## config.mk

```make
export PLATFORM = sky130hd
export DESIGN_NAME = chan_pipe_buf
export DESIGN_NICKNAME = d
export VERILOG_FILES = /design/src/rtl/chan_pipe_buf.sv
export SDC_FILE = /design/constraint.sdc
export NUM_CORES = 1
export LEC_CHECK = 0
export CAP_MARGIN = 20
export CORE_MARGIN = 1.5
export CORE_UTILIZATION = 49
export CTS_CLUSTER_DIAMETER = 100
export CTS_CLUSTER_SIZE = 24
export DETAILED_ROUTE_END_ITERATION = 8
export GPL_TIMING_DRIVEN = 0
export HOLD_SLACK_MARGIN = 0.06
export PLACE_DENSITY = 0.74
export SETUP_SLACK_MARGIN = 0.15
export SLEW_MARGIN = 40
export SYNTH_ARGS = -nofsm -noshare
export SYNTH_HDL_FRONTEND = slang
export SYNTH_SLANG_ARGS = --single-unit
```

## constraint.sdc

```tcl
create_clock -name clk -period 2 [get_ports clk]
set_input_delay 0.4 -clock clk [delete_from_list [all_inputs] [get_ports clk]]
set_output_delay 0.4 -clock clk [all_outputs]
set_load 0.03 [all_outputs]
```

## src/rtl/chan_pipe_buf.sv

```systemverilog
// CHANNELS x WIDTH lanes sharing one valid/ready handshake and a DEPTH-entry circular store; optional TMR via CHAN_PIPE_BUF_VOTER_EN.
// Latency 1 cycle push-to-out_valid; in_ready depends only on held count (never on out_ready), full blocks pushes even on a same-cycle pop.
module chan_pipe_buf #(
  parameter int CHANNELS = 6,
  parameter int WIDTH    = 1,
  parameter int DEPTH    = 2,
  localparam int BW      = CHANNELS * WIDTH,
  localparam int CW      = $clog2(DEPTH + 1),
  localparam int PW      = (DEPTH > 1) ? $clog2(DEPTH) : 1
) (
  input  logic          clk,
  input  logic          rst,
  input  logic [BW-1:0] in_data,
  input  logic          in_valid,
  output logic          in_ready,
  output logic [BW-1:0] out_data,
  output logic          out_valid,
  input  logic          out_ready,
  output logic [CW-1:0] count,
  output logic          tmr_err
);

`ifdef CHAN_PIPE_BUF_VOTER_EN
  localparam int NC = 3;
`else
  localparam int NC = 1;
`endif

  localparam logic [CW-1:0] FULL     = CW'(DEPTH);
  localparam logic [PW-1:0] LAST_IDX = PW'(DEPTH - 1);

  logic [BW-1:0] mem_q  [NC][DEPTH];
  logic [PW-1:0] rd_q   [NC];
  logic [PW-1:0] wr_q   [NC];
  logic [CW-1:0] cnt_q  [NC];
  logic [BW-1:0] last_q [NC];

  logic [BW-1:0] mem_v [DEPTH];
  logic [PW-1:0] rd_v, wr_v, rd_nxt, wr_nxt;
  logic [CW-1:0] cnt_v, cnt_nxt;
  logic [BW-1:0] last_v;
  logic          push, pop;

`ifdef CHAN_PIPE_BUF_VOTER_EN
  logic mis;

  // Bitwise 2-of-3 vote on every state element; mis flags any copy off the vote.
  always_comb begin
    mis = 1'b0;
    for (int d = 0; d < DEPTH; d++) begin
      mem_v[d] = (mem_q[0][d] & mem_q[1][d]) | (mem_q[0][d] & mem_q[2][d]) | (mem_q[1][d] & mem_q[2][d]);
      mis = mis | (mem_q[0][d] != mem_v[d]) | (mem_q[1][d] != mem_v[d]) | (mem_q[2][d] != mem_v[d]);
    end
    rd_v   = (rd_q[0] & rd_q[1]) | (rd_q[0] & rd_q[2]) | (rd_q[1] & rd_q[2]);
    wr_v   = (wr_q[0] & wr_q[1]) | (wr_q[0] & wr_q[2]) | (wr_q[1] & wr_q[2]);
    cnt_v  = (cnt_q[0] & cnt_q[1]) | (cnt_q[0] & cnt_q[2]) | (cnt_q[1] & cnt_q[2]);
    last_v = (last_q[0] & last_q[1]) | (last_q[0] & last_q[2]) | (last_q[1] & last_q[2]);
    for (int i = 0; i < 3; i++) begin
      mis = mis | (rd_q[i] != rd_v) | (wr_q[i] != wr_v) | (cnt_q[i] != cnt_v) | (last_q[i] != last_v);
    end
  end

  always_ff @(posedge clk) begin
    if (rst)      tmr_err <= 1'b0;
    else if (mis) tmr_err <= 1'b1;
  end
`else
  always_comb begin
    for (int d = 0; d < DEPTH; d++) mem_v[d] = mem_q[0][d];
    rd_v   = rd_q[0];
    wr_v   = wr_q[0];
    cnt_v  = cnt_q[0];
    last_v = last_q[0];
  end

  assign tmr_err = 1'b0;
`endif

  assign in_ready  = (cnt_v != FULL);
  assign out_valid = (cnt_v != '0);
  // When empty, the last popped word is presented (zero after reset).
  assign out_data  = out_valid ? mem_v[rd_v] : last_v;
  assign count     = cnt_v;

  assign push   = in_valid & in_ready;
  assign pop    = out_valid & out_ready;
  assign rd_nxt = (rd_v == LAST_IDX) ? '0 : rd_v + 1'b1;
  assign wr_nxt = (wr_v == LAST_IDX) ? '0 : wr_v + 1'b1;

  always_comb begin
    cnt_nxt = cnt_v;
    case ({push, pop})
      2'b10:   cnt_nxt = cnt_v + 1'b1;
      2'b01:   cnt_nxt = cnt_v - 1'b1;
      default: cnt_nxt = cnt_v;
    endcase
  end

  // Every copy reloads from the voted value each cycle, so a single upset is scrubbed.
  always_ff @(posedge clk) begin
    for (int i = 0; i < NC; i++) begin
      if (rst) begin
        rd_q[i]   <= '0;
        wr_q[i]   <= '0;
        cnt_q[i]  <= '0;
        last_q[i] <= '0;
        for (int d = 0; d < DEPTH; d++) mem_q[i][d] <= '0;
      end else begin
        rd_q[i]   <= pop  ? rd_nxt : rd_v;
        wr_q[i]   <= push ? wr_nxt : wr_v;
        cnt_q[i]  <= cnt_nxt;
        last_q[i] <= pop ? mem_v[rd_v] : last_v;
        for (int d = 0; d < DEPTH; d++)
          mem_q[i][d] <= (push && (wr_v == PW'(d))) ? in_data : mem_v[d];
      end
    end
  end

endmodule

```

Word-level counts from Yosys, hierarchy flattened:

Memory sizes are Yosys's and may differ from the RTL's.
Index checks and enable logic that the tools add are counted.

* bits in registers: 0
* bits in writable memories: 22
* input port bits: 10
* output and inout bits: 11
* word-level logic and storage cells: 53
* memories: 5

Memories
* mem_q: depth 1, width 12, rd ports 1, clocked after Yosys merged registers in 0, wr ports 2, line 32 `logic [BW-1:0] mem_q [NC][DEPTH];`
* last_q: depth 1, width 6, rd ports 1, clocked after Yosys merged registers in 0, wr ports 1, line 36 `logic [BW-1:0] last_q [NC];`
* cnt_q: depth 1, width 2, rd ports 1, clocked after Yosys merged registers in 0, wr ports 1, line 35 `logic [CW-1:0] cnt_q [NC];`
* rd_q: depth 1, width 1, rd ports 1, clocked after Yosys merged registers in 0, wr ports 1, line 33 `logic [PW-1:0] rd_q [NC];`
* wr_q: depth 1, width 1, rd ports 1, clocked after Yosys merged registers in 0, wr ports 1, line 34 `logic [PW-1:0] wr_q [NC];`

* add/subtract/negate cells: 4
* $lt $le $gt $ge: 1
* eq/ne operators: 3
* mux-type cells: 27
* bitwise operators: 4
* reduce and logical (&&, ||, !) cells: 9

Operators by type and width (count)
* $mux 6: 8
* $mux 12: 2
* $reduce_or 12->1: 2
* $mux 1: 13
* $mux 2: 3
* $reduce_or 6->1: 1
* $pmux 2 s2: 1
* $add 1x1->1 const B: 2
* $add 2x1->2 const B: 1
* $and 1x1->1: 2
* $eq 2x1->1 const B: 1
* $eq 2x2->1 const B: 1
* $ge 2x2->1 const B: 1
* $logic_and 1x1->1: 2
* $ne 2x2->1 const B: 1
* $not 1->2: 1
* $reduce_bool 2->1: 1
* $reduce_or 1->1: 2
* $reduce_or 2->1: 1
* $sub 2x1->2 const B: 1
* $not 1->1: 1

Depth between registers and ports, before layout:

Gate-level depths: netlist of run 1.
An unclocked memory read counts as a cell.

* depth in word-level cells: 7
* depth in mapped cells: 7
* depth with buffers taken out: 7

Worst setup path after synthesis of run 1:

No wires, ideal clock.

* kind: register to output
* start point: memory cnt_q[0][0] (netlist bit)
* end point: output out_data[2]
* arrival time: 1.617 ns
* required time: 1.600 ns
* path slack: -0.017 ns
* cell stages (with the launch flop): 5
* path buffers: 1
* cell sequence: dfxtp_1 -> or2_2 -> buf_2 -> nor2_1 -> a21oi_1

* word-level cells in the longest chain between the ends: 3

RTL lines
* start: declaration: line 35
* $mem_v2 1x2
* $reduce_bool 2->1: line 80 `assign out_valid = (cnt_v != '0);`
* via out_valid: line 17 `output logic out_valid,`
* $mux 6: line 82 `assign out_data = out_valid ? mem_v[rd_v] : last_v;`
* end: declaration: line 16 `output logic [BW-1:0] out_data,`

The timed path passes the listed nets, and every way through them passes these cells.

Worst setup path after layout of run 1:

* start point: memory rd_q[0] (netlist bit)
* end point: output out_data[0]

* word-level cells in the longest chain between the ends: 6

RTL lines (line)
* start: declaration: 33
* $mem_v2 1x1
* $not 1->2 (implied by the code): 82
* $mux 6 (implied by the code) (3 in series): 82
* $mux 6: 82

No other way between the ends. The select of a mux whose other input is x is not followed.

==> results.md, run 1 <==
- Dividing the final minimum period by the clock period gives 0.923.
- The count of buffers added on input and output ports is 19.
- The largest area contributor in the synthesized netlist is sky130_fd_sc_hd__dfxtp_1.
- The total congestion overflow is 0.
- The routed design has around 2200 um of wire.
- The endpoint identified for the worst register-to-register timing path is cnt_q[0][1].
- After the last flow step, the layout net total stands at 152.
- In this run the most critical hold path is launched from mem_q[0][4].
- The path with the worst hold slack has its endpoint at mem_q[0][4].
- TritonCTS built the clock tree.
- The die is 48.6 um wide.
- The number of max-capacitance violations reported is 0.
- The number of fill cells is between 150 and 200.
- The cell count after synthesis came out at around 120.
- The number of antenna diodes in the final layout is 0.
- No sink is reached through more buffers than the 2 on the longest clock path.
- For this design, the CTS-stage hold fixing added 0 buffers.
- The initial antenna violation count came to 0.
- The per-instance average area after synthesis is 8.86 um^2.
- After clock tree synthesis, the clock-pin slew on the worst setup and hold paths is about 0.13 ns.
- The signed area change from the synthesized netlist to the final layout is 35.7%.
- By area the synthesized netlist is led by sky130_fd_sc_hd__dfxtp_1 43%, sky130_fd_sc_hd__mux2i_1 12%, sky130_fd_sc_hd__nand2b_1 8.6%, sky130_fd_sc_hd__o21ai_0 6.9%, sky130_fd_sc_hd__nor2_1 5.2%.
- The ratio of routed vias to standard cells is about 5.3.
- The final route contains 885 vias.
- The total count of max-transition violations in the final report is 0.
- The number of buffers created by CTS is 3.
- The number of nets handed over by synthesis was between 100 and 150.
- The flow ran to the end, and the final reports show no timing, DRC or antenna violations.
- Setup violations remaining at the end of the flow were counted as 0.
- The number of distinct library cells after synthesis is 22.
- The congestion estimate from routability-driven global placement came to around 0.78.
- The clock sink count is 22.
- In the routed design, unresolved DRC markers number 0.
- The flip-flop and latch count after synthesis is 22.
- The startpoint of the worst register-to-register path is cnt_q[0][0].
- The startpoint-to-endpoint class of the critical path is reg -> out.
- The core footprint is 0.00196 mm^2.
- The worst setup path is captured at a primary output.
- The total leakage power is 0.545 nW.
- The die is roughly 49 um tall.
- Once layout is complete, the cells apart from fillers number between 150 and 200.
- The worst setup slack for register-to-register paths is roughly 0.26 ns.
- The type of the most critical hold path is reg -> reg.
- The shortest period the worst path allows is around 1.8 ns.
- The tree is rooted in a sky130_fd_sc_hd__clkbuf_4.
- The number of placed instances, taps included, is between 150 and 200.
- Entering global routing, the biggest net connects 13 pins.
- The fraction of final layout cells sized beyond drive strength 1 is 0.243.
- The final standard cell area without fillers is approximately 0.0014 mm^2.
- The maximum level of the CTS H-tree is 1.
- Total power for the finished layout comes to 2.22 mW.
- In this run, the number of DRC markers left after iteration 0 of detailed routing was 23.
- STA puts the critical path data required time at roughly 1.6 ns.
- At the later pin of the worst-skew pair, clock insertion delay measures around 0.30 ns.
- Of the post-synthesis cell area, the dominant cell type holds 0.432.
- The number of global-route vias before repair is between 800 and 900.
- The starting density of the core is 0.519.
- The post-route core utilization is 0.705.
- The peak fanout along the critical path is 7.
- The number of nets with antenna violations after routing is 0.
- Static timing analysis puts the maximum clock frequency at roughly 540 MHz.
- The placed standard-cell area is roughly 0.0013 mm^2.
- Setup repair after global routing could not meet its margin everywhere.
- Along the worst hold path, the cell count comes to 2.
- During I/O placement, the number of pins put on the boundary was 21.
- The worst voltage drop across the vdd grid is about 0.0010 V.
- The number of cell rows is 16.
- For this run, the number of Yosys warnings is 0.
- STA classifies the critical path startpoint as a flop.
- The overall routing resource usage is 0.194.
- The post-detailed-placement half-perimeter wirelength is 1440 um.
- The worst reg2reg path depth is 6.
- The area of the die is between 0.002 and 0.0025 mm^2.
- Clock skew on the completed layout was measured at 0.00492 ns.
- Dividing the detail-routed wire length by the instance count gives 13.1 um.
- The arrival time of the worst setup path is roughly 1.5 ns.
- The global-route wire length before repair is ~3600 um.
- The share of the Yosys chip area taken by registers is 0.432.
- The pre-antenna-repair detailed-routing pass consisted of 4 iterations.
- The hold violation total from the final report was 0.
- The mapped netlist covers 0.00102 mm^2.
- Dividing total power by cell area gives a power density of 1610 mW/mm^2.
[layout make-up]
type	instances	area, um^2	share of cell area
well taps	27	33.8	0.0244
inverters	2	7.51	0.00543
flip-flops and latches	22	445	0.322
repair buffers	21	199	0.144
clock buffers	4	36.3	0.0262
multi-input cells	85	619	0.448
plain buffers	6	41.3	0.0299
[critical path: stages, from the launching register on]
cell and delay [ns]:
sky130_fd_sc_hd__dfxtp_1 0.33, sky130_fd_sc_hd__buf_4 0.22, sky130_fd_sc_hd__mux2i_2 0.29, sky130_fd_sc_hd__a21oi_1 0.12
sky130_fd_sc_hd__buf_4 0.18
[registers in the layout, summed over array words and instances (netlist names)]
signal  flops
cnt_q       2
wr_q        1
last_q      6
rd_q        1
mem_q      12
[placed cells by master, fill, tap and decap left out, types with 2 or more instances in the layout]
cell / n
sky130_fd_sc_hd__nor2_1: 14
sky130_fd_sc_hd__inv_1: 2
sky130_fd_sc_hd__clkbuf_1: 2
sky130_fd_sc_hd__o21ai_0: 14
sky130_fd_sc_hd__xnor2_1: 2
sky130_fd_sc_hd__nor2b_1: 6
sky130_fd_sc_hd__buf_2: 2
sky130_fd_sc_hd__mux2i_4: 3
sky130_fd_sc_hd__buf_4: 9
sky130_fd_sc_hd__nand2b_1: 14
sky130_fd_sc_hd__dfxtp_1: 20
sky130_fd_sc_hd__clkbuf_4: 3
sky130_fd_sc_hd__mux2i_2: 3
sky130_fd_sc_hd__clkdlybuf4s50_1: 10
sky130_fd_sc_hd__a21oi_1: 5
sky130_fd_sc_hd__a211oi_1: 6
sky130_fd_sc_hd__mux2i_1: 6
sky130_fd_sc_hd__a21oi_2: 3
[logic make-up (layout without fill, tap and decap cells)]
logic type,after synthesis,in the layout,synth area share
AND/OR/NAND/NOR,39,39,0.209
adder cells (fa/ha/maj),1,1,0.0123
XOR/XNOR,3,3,0.0258
multiplexers,12,12,0.118
flip-flops,22,22,0.432
AO/OA/AOI/OAI,29,29,0.160
buffers and inverters,8,33,0.0393
other,1,1,0.00368
[routing by layer]
| layer | up-vias | track usage | share of wire |
|---|---|---|---|
| li1 | 441 | - | - |
| met3 | 4 | 0.0278 | 0.034 |
| met1 | 418 | 0.245 | 0.45 |
| met4 | 0 | 0.0714 | 0.010 |
| met5 | - | 0 | 0 |
| met2 | 22 | 0.336 | 0.50 |
[worst max path at each step]
stage | from | endpoint | slack (ns) | depth (start not counted)
global route | cnt_q[0][0] | out_data[3] | 0.10 | 5
CTS | rd_q[0] | out_data[1] | 0.11 | 4
floorplan | cnt_q[0][0] | out_data[0] | 0.13 | 3
finish | rd_q[0] | out_data[0] | 0.15 | 4
global placement | out_ready | cnt_q[0][1] | -0.13 | 6
detailed placement | out_ready | cnt_q[0][1] | -0.16 | 6
[cell usage after synthesis]
cell type                   n
sky130_fd_sc_hd__nor2b_2    1
sky130_fd_sc_hd__nand3_2    1
sky130_fd_sc_hd__buf_4      2
sky130_fd_sc_hd__o21ai_0   14
sky130_fd_sc_hd__inv_1      2
sky130_fd_sc_hd__xnor2_1    2
sky130_fd_sc_hd__nor2b_1    6
sky130_fd_sc_hd__o21a_1     1
sky130_fd_sc_hd__nand2_1    1
sky130_fd_sc_hd__nor2_1    14
sky130_fd_sc_hd__a21oi_1    8
sky130_fd_sc_hd__ha_1       1
sky130_fd_sc_hd__a211oi_1   6
sky130_fd_sc_hd__buf_2      2
sky130_fd_sc_hd__or2_2      1
sky130_fd_sc_hd__or3_1      1
sky130_fd_sc_hd__mux2i_1   12
sky130_fd_sc_hd__conb_1     1
sky130_fd_sc_hd__dfxtp_1   22
sky130_fd_sc_hd__clkbuf_1   2
sky130_fd_sc_hd__xor2_1     1
sky130_fd_sc_hd__nand2b_1  14
[where the power goes]
group          switching (mW)  internal (mW)  total [mW]  leakage [nW]
Combinational           0.776          0.583        1.36         0.342
Sequential             0.0720          0.545       0.617         0.181
Clock                   0.136          0.111       0.247        0.0210
Total                   0.984           1.24        2.22         0.545
[per-stage QoR]
stage                     setup WS (ns)  hold slack, ns  setup TNS (ns)
after global placement           -0.127           0.461          -0.795
after floorplan                   0.127           0.452               0
after detailed placement         -0.159           0.474           -1.04
after CTS                         0.110           0.493               0
after global routing              0.103           0.526               0
final                             0.154           0.502               0
[timing repair]
item,in CTS,in global routing
gates resized for setup,47,15
buffers inserted,2,0
endpoints found under the setup margin,8,9
(Power assumes the default switching activity.)
==> inputs of run 2 (changes only) <==
--- a/config.mk
+++ b/config.mk
@@ -5,6 +5,7 @@
 export SDC_FILE = /design/constraint.sdc
 export NUM_CORES = 1
 export LEC_CHECK = 0
+export ABC_CLOCK_PERIOD_IN_PS = 2000
 export CAP_MARGIN = 20
 export CORE_MARGIN = 1.5
 export CORE_UTILIZATION = 49
==> results of run 2 <==
Same layout as run 1: the final DEF is identical, and so are final timing and power.
